**src/rtl/adc_word_framer_if.sv**
```systemverilog
// Output stream of the ADC word framer: one parallel sample word per
// valid/ready handshake toward the sample-processing pipeline.
interface adc_word_framer_if #(
    parameter int WORD_W = 8
);
    logic [WORD_W-1:0] m_data;
    logic              m_valid;
    logic              m_ready;

    modport master (
        output m_data,
        output m_valid,
        input  m_ready
    );

    modport slave (
        input  m_data,
        input  m_valid,
        output m_ready
    );
endinterface

```
**src/rtl/adc_word_framer.sv**
```systemverilog
// ADC word framer: deserialises one LVDS lane on dco_clk, uses fco rising
// edges (gated by the alignment monitor) as word boundaries, and queues
// completed words in a small FIFO. Counts mis-sized frames and words lost
// to a full FIFO.
//
// state      | meaning
// -----------+---------------------------------------------------------
// WAIT_ALIGN | monitor not locked; nothing is pushed
// WAIT_EDGE  | locked; next fco edge only re-syncs the bit counter
// RUN        | framing; good frames pushed, bad frames counted
module adc_word_framer #(
    parameter int WORD_W     = 8,
    parameter int FIFO_DEPTH = 4,
    parameter int MSB_FIRST  = 1,
    parameter int CNT_W      = 16,
    localparam int LVL_W     = $clog2(FIFO_DEPTH + 1)
) (
    input  logic                 dco_clk,
    input  logic                 rst_n,
    input  logic                 data_in,
    input  logic                 fco_in,
    input  logic                 aligned_in,
    adc_word_framer_if.master    m_bus,
    output logic [LVL_W-1:0]     fifo_level,
    output logic                 frame_err_pulse,
    output logic [CNT_W-1:0]     frame_err_count,
    output logic [CNT_W-1:0]     drop_count
);

    localparam int PTR_W  = (FIFO_DEPTH > 1) ? $clog2(FIFO_DEPTH) : 1;
    localparam int BCNT_W = $clog2(WORD_W + 1);

    typedef enum logic [1:0] {
        WAIT_ALIGN = 2'd0,
        WAIT_EDGE  = 2'd1,
        RUN        = 2'd2
    } state_t;

    state_t              state;
    state_t              state_next;
    logic                fco_d;
    logic                fco_edge;
    logic [WORD_W-1:0]   sr;
    logic [WORD_W-1:0]   sr_next;
    logic [BCNT_W-1:0]   bit_cnt;
    logic                frame_good;
    logic                push_req;
    logic                flush;
    logic                frame_err;

    logic [WORD_W-1:0]   mem [FIFO_DEPTH];
    logic [PTR_W-1:0]    rd_ptr;
    logic [PTR_W-1:0]    wr_ptr;
    logic [LVL_W-1:0]    count;
    logic                pop;
    logic                full;
    logic                do_push;
    logic                drop;

    assign fco_edge   = fco_in & ~fco_d;
    assign frame_good = (bit_cnt == BCNT_W'(WORD_W - 1));

    // The candidate word already includes the bit sampled in the edge cycle.
    generate
        if (MSB_FIRST != 0) begin : g_msb_first
            assign sr_next = {sr[WORD_W-2:0], data_in};
        end else begin : g_lsb_first
            assign sr_next = {data_in, sr[WORD_W-1:1]};
        end
    endgenerate

    // Front end: fco edge history, deserialiser, bits-since-edge counter.
    always_ff @(posedge dco_clk or negedge rst_n) begin
        if (!rst_n) begin
            fco_d   <= 1'b0;
            sr      <= '0;
            bit_cnt <= '0;
        end else begin
            fco_d <= fco_in;
            sr    <= sr_next;
            if (fco_edge) begin
                bit_cnt <= '0;
            end else if (bit_cnt != BCNT_W'(WORD_W)) begin
                bit_cnt <= bit_cnt + 1'b1;
            end
        end
    end

    // FSM state register.
    always_ff @(posedge dco_clk or negedge rst_n) begin
        if (!rst_n) begin
            state <= WAIT_ALIGN;
        end else begin
            state <= state_next;
        end
    end

    // FSM next state and per-edge decisions; losing alignment beats any edge.
    always_comb begin
        state_next = state;
        push_req   = 1'b0;
        flush      = 1'b0;
        frame_err  = 1'b0;
        case (state)
            WAIT_ALIGN: begin
                if (aligned_in) begin
                    state_next = WAIT_EDGE;
                end
            end
            WAIT_EDGE: begin
                if (!aligned_in) begin
                    state_next = WAIT_ALIGN;
                end else if (fco_edge) begin
                    state_next = RUN;
                end
            end
            RUN: begin
                if (!aligned_in) begin
                    state_next = WAIT_ALIGN;
                    flush      = 1'b1;
                end else if (fco_edge) begin
                    if (frame_good) begin
                        push_req = 1'b1;
                    end else begin
                        frame_err = 1'b1;
                    end
                end
            end
            default: begin
                state_next = WAIT_ALIGN;
            end
        endcase
    end

    assign m_bus.m_valid = (count != '0);
    assign m_bus.m_data  = mem[rd_ptr];
    assign fifo_level    = count;
    assign pop           = m_bus.m_valid && m_bus.m_ready;
    assign full          = (count == LVL_W'(FIFO_DEPTH));
    // A pop frees the slot in the same cycle, so a full FIFO still accepts.
    assign do_push       = push_req && (!full || pop);
    assign drop          = push_req && full && !pop;

    // Output FIFO; a flush empties it regardless of a concurrent pop.
    always_ff @(posedge dco_clk or negedge rst_n) begin
        if (!rst_n) begin
            for (int i = 0; i < FIFO_DEPTH; i++) begin
                mem[i] <= '0;
            end
            rd_ptr <= '0;
            wr_ptr <= '0;
            count  <= '0;
        end else if (flush) begin
            rd_ptr <= '0;
            wr_ptr <= '0;
            count  <= '0;
        end else begin
            if (do_push) begin
                mem[wr_ptr] <= sr_next;
                wr_ptr      <= wr_ptr + 1'b1;
            end
            if (pop) begin
                rd_ptr <= rd_ptr + 1'b1;
            end
            if (do_push && !pop) begin
                count <= count + 1'b1;
            end else if (!do_push && pop) begin
                count <= count - 1'b1;
            end
        end
    end

    // Error pulse and saturating event counters.
    always_ff @(posedge dco_clk or negedge rst_n) begin
        if (!rst_n) begin
            frame_err_pulse <= 1'b0;
            frame_err_count <= '0;
            drop_count      <= '0;
        end else begin
            frame_err_pulse <= frame_err;
            if (frame_err && (frame_err_count != '1)) begin
                frame_err_count <= frame_err_count + 1'b1;
            end
            if (drop && (drop_count != '1)) begin
                drop_count <= drop_count + 1'b1;
            end
        end
    end

endmodule

```
**src/flat_wrapper.sv**
```systemverilog
// flat-port wrapper written by rule: the top's interface ports become plain ports
module adc_word_framer_flat 
#(
    parameter int WORD_W     = 8,
    parameter int FIFO_DEPTH = 4,
    parameter int MSB_FIRST  = 1,
    parameter int CNT_W      = 16,
    localparam int LVL_W     = $clog2(FIFO_DEPTH + 1)
)
  (dco_clk, rst_n, data_in, fco_in, aligned_in, fifo_level, frame_err_pulse, frame_err_count, drop_count, m_bus_m_data, m_bus_m_valid, m_bus_m_ready);
  adc_word_framer_if #(.WORD_W(WORD_W)) m_bus_i ();
  input  logic dco_clk;
  input  logic rst_n;
  input  logic data_in;
  input  logic fco_in;
  input  logic aligned_in;
  output logic [LVL_W-1:0] fifo_level;
  output logic frame_err_pulse;
  output logic [CNT_W-1:0] frame_err_count;
  output logic [CNT_W-1:0] drop_count;
  output wire logic [$bits(m_bus_i.m_data)-1:0] m_bus_m_data;
  output wire logic [$bits(m_bus_i.m_valid)-1:0] m_bus_m_valid;
  input wire logic [$bits(m_bus_i.m_ready)-1:0] m_bus_m_ready;
  assign m_bus_m_data = m_bus_i.m_data;
  assign m_bus_m_valid = m_bus_i.m_valid;
  assign m_bus_i.m_ready = m_bus_m_ready;
  adc_word_framer #(.WORD_W(WORD_W), .FIFO_DEPTH(FIFO_DEPTH), .MSB_FIRST(MSB_FIRST), .CNT_W(CNT_W)) u_core (.dco_clk(dco_clk), .rst_n(rst_n), .data_in(data_in), .fco_in(fco_in), .aligned_in(aligned_in), .m_bus(m_bus_i), .fifo_level(fifo_level), .frame_err_pulse(frame_err_pulse), .frame_err_count(frame_err_count), .drop_count(drop_count));
endmodule
```
**config.mk**
```make
export PLATFORM = sky130hd
export DESIGN_NAME = adc_word_framer_flat
export DESIGN_NICKNAME = d
export VERILOG_FILES = /design/src/rtl/adc_word_framer_if.sv /design/src/rtl/adc_word_framer.sv /design/src/flat_wrapper.sv
export SDC_FILE = /design/constraint.sdc
export NUM_CORES = 1
export LEC_CHECK = 0
export CORE_MARGIN = 3
export CORE_UTILIZATION = 57
export DETAILED_ROUTE_END_ITERATION = 8
export GPL_ROUTABILITY_DRIVEN = 0
export PLACE_DENSITY_LB_ADDON = 0.3
export SYNTH_ARGS = -nofsm -noshare
export SYNTH_HDL_FRONTEND = slang
export SYNTH_SLANG_ARGS = --single-unit
```
**constraint.sdc**
```tcl
create_clock -name dco_clk -period 3.9 [get_ports dco_clk]
set_input_delay 0.585 -clock dco_clk [delete_from_list [all_inputs] [get_ports dco_clk]]
set_output_delay 0.585 -clock dco_clk [all_outputs]
set_load 0.01 [all_outputs]
```
==> run_results.csv <==
group,metric,value,unit
synthesis,synth_edf_count,0,
power,power.leakage,0.00218,uW
drt,wirelength,7220,um
power,power_density,435,nW/um2
global_route,grt_busiest_layer,"met2",
power,clockPowerShare,0.313,
clock_network,cts_max_path_buffers,2,
global_route,first_global_vias,2569,
clock_network,cts_resized,0,
power,p_switching,596,uW
critical_path,reg2reg_from,"u_core.fifo_level[1]",
synthesis,syn_area,3920,um2
clock_network,cts_tree,"done",
critical_path,worstPathRequired,3310,ps
synthesis,synth.top_cell.area_share,0.549,
global_route,antenna_found_initial,0,
synthesis,async_flop_share,1.00,
clock_network,cts-buffers-inserted,9,
drt,drt_iter0_drc,90,
floorplan,fp.dieW,88.9,um
synthesis,netlist_instances,305,
global_route,grt_max_degree,87,
placed_design,dp_hpwl,4970,um
floorplan,placement_rows,29,
clock_network,post-cts-setup-buffer-count,0,
drt,drc,0,
clock_network,cts_htree_levels,3,
final_layout,n_antenna_cell,0,
drt,vias_per_cell,5.69,
global_route,track_usage,0.200,
synthesis,ys.flop_type,"dfrtp_1",
floorplan,start_util,0.604,
sta,fmax,363,MHz
critical_path,cp_max_fo,10,
status,status,"complete, no violations",
sta,tightest_slew,1050,ps
global_route,grt_first_pass_wirelength,12100,um
power,seq_power_share,0.527,
synthesis,syn-num-nets,321,
power,p_sw_frac,0.291,
sta,timing.final.crit_period,2760,ps
sta,fin_crit_sh,0.707,
drt,first_pass_iters,4,
power,peakVddDrop,0.266,mV
global_route,grt_util_met2,0.334,
critical_path,cp-start-kind,"flip-flop",
sta,hold_violations,0,
critical_path,endpoint_kind,"primary output",
synthesis,syn_avg_cell_area,12.9,um2
synthesis,synthTopCellsByArea,"dfrtp_1, mux2_2, mux4_2",
drt,ant_nets,0,
synthesis,synth_common_cells,"dfrtp_1, mux2_2, nand3_1, nor2_1, xnor2_1",
power,p_int,1450,uW
power,combPwrFrac,0.161,
global_route,use_met1,0.260,
synthesis,synth_area_leader_cell,"dfrtp_1",
sta,finalClockSkew,12.3,ps
global_route,grt-ovfl-total,0,
critical_path,r2r_end,"u_core.fifo_level[2]",
final_layout,area_delta_synth_final,19.8,%
worst_hold_path,worst_hold_path_type,"in -> async",
floorplan,core_area,6490,um2
clock_network,cts-root-buf,"clkbuf_8",
placed_design,port_buffers,50,
global_route,use_met3,0.0359,
flow_run,maxCapViolCount,0,
drt,num_vias,2513,
floorplan,die_h,88.9,um
synthesis,ys_types,41,
final_layout,final_core_util,0.723,
floorplan,ios,51,
sta,final.setup.tns,0,ps
clock_network,postCtsHoldBufs,0,
sta,setup_viol,0,
synthesis,seq_area_frac_synth,0.549,
final_layout,final_nets,376,
critical_path,ff2ff_path_depth,7,
synthesis,yosysWarningCount,0,
critical_path,crit_arrival,2170,ps
sta,max_slew_margin,0.302,
floorplan,dieArea,7910,um2
final_layout,drive_gt1_frac,0.205,
critical_path,r2r_slack,1550,ps
drt,post_drt_wl_per_cell,16.3,um
clock_network,clock-sinks,86,
clock_network,clk_pin_slew,90,ps
critical_path,critPathKind,"reg -> out",
sta,slew_viol_final,0,
synthesis,yosys.cell_count.top_type,"dfrtp_1",
clock_network,clock_latency,350,ps
synthesis,synth_seq_cells,86,
sta,rsz0062_at_grt,"false",
==> per-stage QoR <==
stage | power, uW | cell area [um2] | worst slack (ps) | instances | hold WS [ps]
after global placement | 1400 | 4490 | 1020 | 426 | 436
final | 2040 | 4700 | 1140 | 442 | 404
after floorplan | 1290 | 3920 | 1620 | 305 | 289
after global routing | 2170 | 4700 | 1020 | 442 | 456
after detailed placement | 1430 | 4490 | 942 | 426 | 438
after CTS | 2060 | 4700 | 1080 | 442 | 444
==> cell usage in the layout, fill, tap and decap left out, types with 10 or more instances in the layout <==
master / instances
nand2_1: 16
nor2_1: 20
clkdlybuf4s50_1: 49
dfrtp_1: 86
nand3_1: 20
xor2_1: 13
xnor2_1: 20
clkbuf_8: 10
mux2_2: 37
nand4_1: 10
==> power groups by stage <==
stage	registers (uW)	clock network (uW)	logic, uW
final	1080	640	328
after global routing	1100	702	369
after CTS	1080	653	332
after detailed placement	1100	0	333
after global placement	1090	0	313
after floorplan	1040	0	253
==> critical path: stages, from the launching register on <==
cell	delay (ps)
dfrtp_1	730
mux4_2	600
clkdlybuf4s50_1	500
==> worst max-delay path by stage <==
stage,start,end,slack (ps)
final,u_core.rd_ptr[0],m_bus_m_data[4],1140
after floorplan,fco_in,u_core.fifo_level[2],1620
after detailed placement,fco_in,u_core.fifo_level[2],940
after global placement,fco_in,u_core.fifo_level[2],1020
after CTS,u_core.rd_ptr[0],m_bus_m_data[4],1080
after global routing,u_core.rd_ptr[0],m_bus_m_data[4],1020
==> logic make-up after synthesis <==
kind of cell	synth area share
multiplexers	0.155
AND/OR/NAND/NOR	0.152
adder cells (fa/ha/maj)	0.0338
buffers and inverters	0.0150
AO/OA/AOI/OAI	0.0223
flip-flops	0.549
XOR/XNOR	0.0737
==> sequential cells by signal, summed over array words and instances, names as in the netlist <==
| signal | flops |
|---|---|
| u_core.fifo_level | 3 |
| u_core.frame_err_count | 16 |
| u_core.bit_cnt | 4 |
| u_core.mem | 32 |
| u_core.drop_count | 16 |
| u_core.rd_ptr | 2 |
| u_core.sr | 7 |
| u_core.state | 2 |
| u_core.frame_err_pulse | 1 |
| u_core.wr_ptr | 2 |
| u_core.fco_d | 1 |
==> metal layers <==
metal | routed length, um | vias up
met5 | 0 | -
met4 | 140 | 0
met3 | 257 | 13
met2 | 3650 | 52
met1 | 3160 | 1264
li1 | - | 1184
==> final cells by class <==
type	instances	area (um2)
flip-flops and latches	86	2150
fillers	441	1800
multi-input cells	204	1710
repair buffers	50	498
clock buffers	10	138
well taps	77	96.3
clock inverters	6	68.8
inverters	9	33.8
Power figures use the tool's default switching activity.
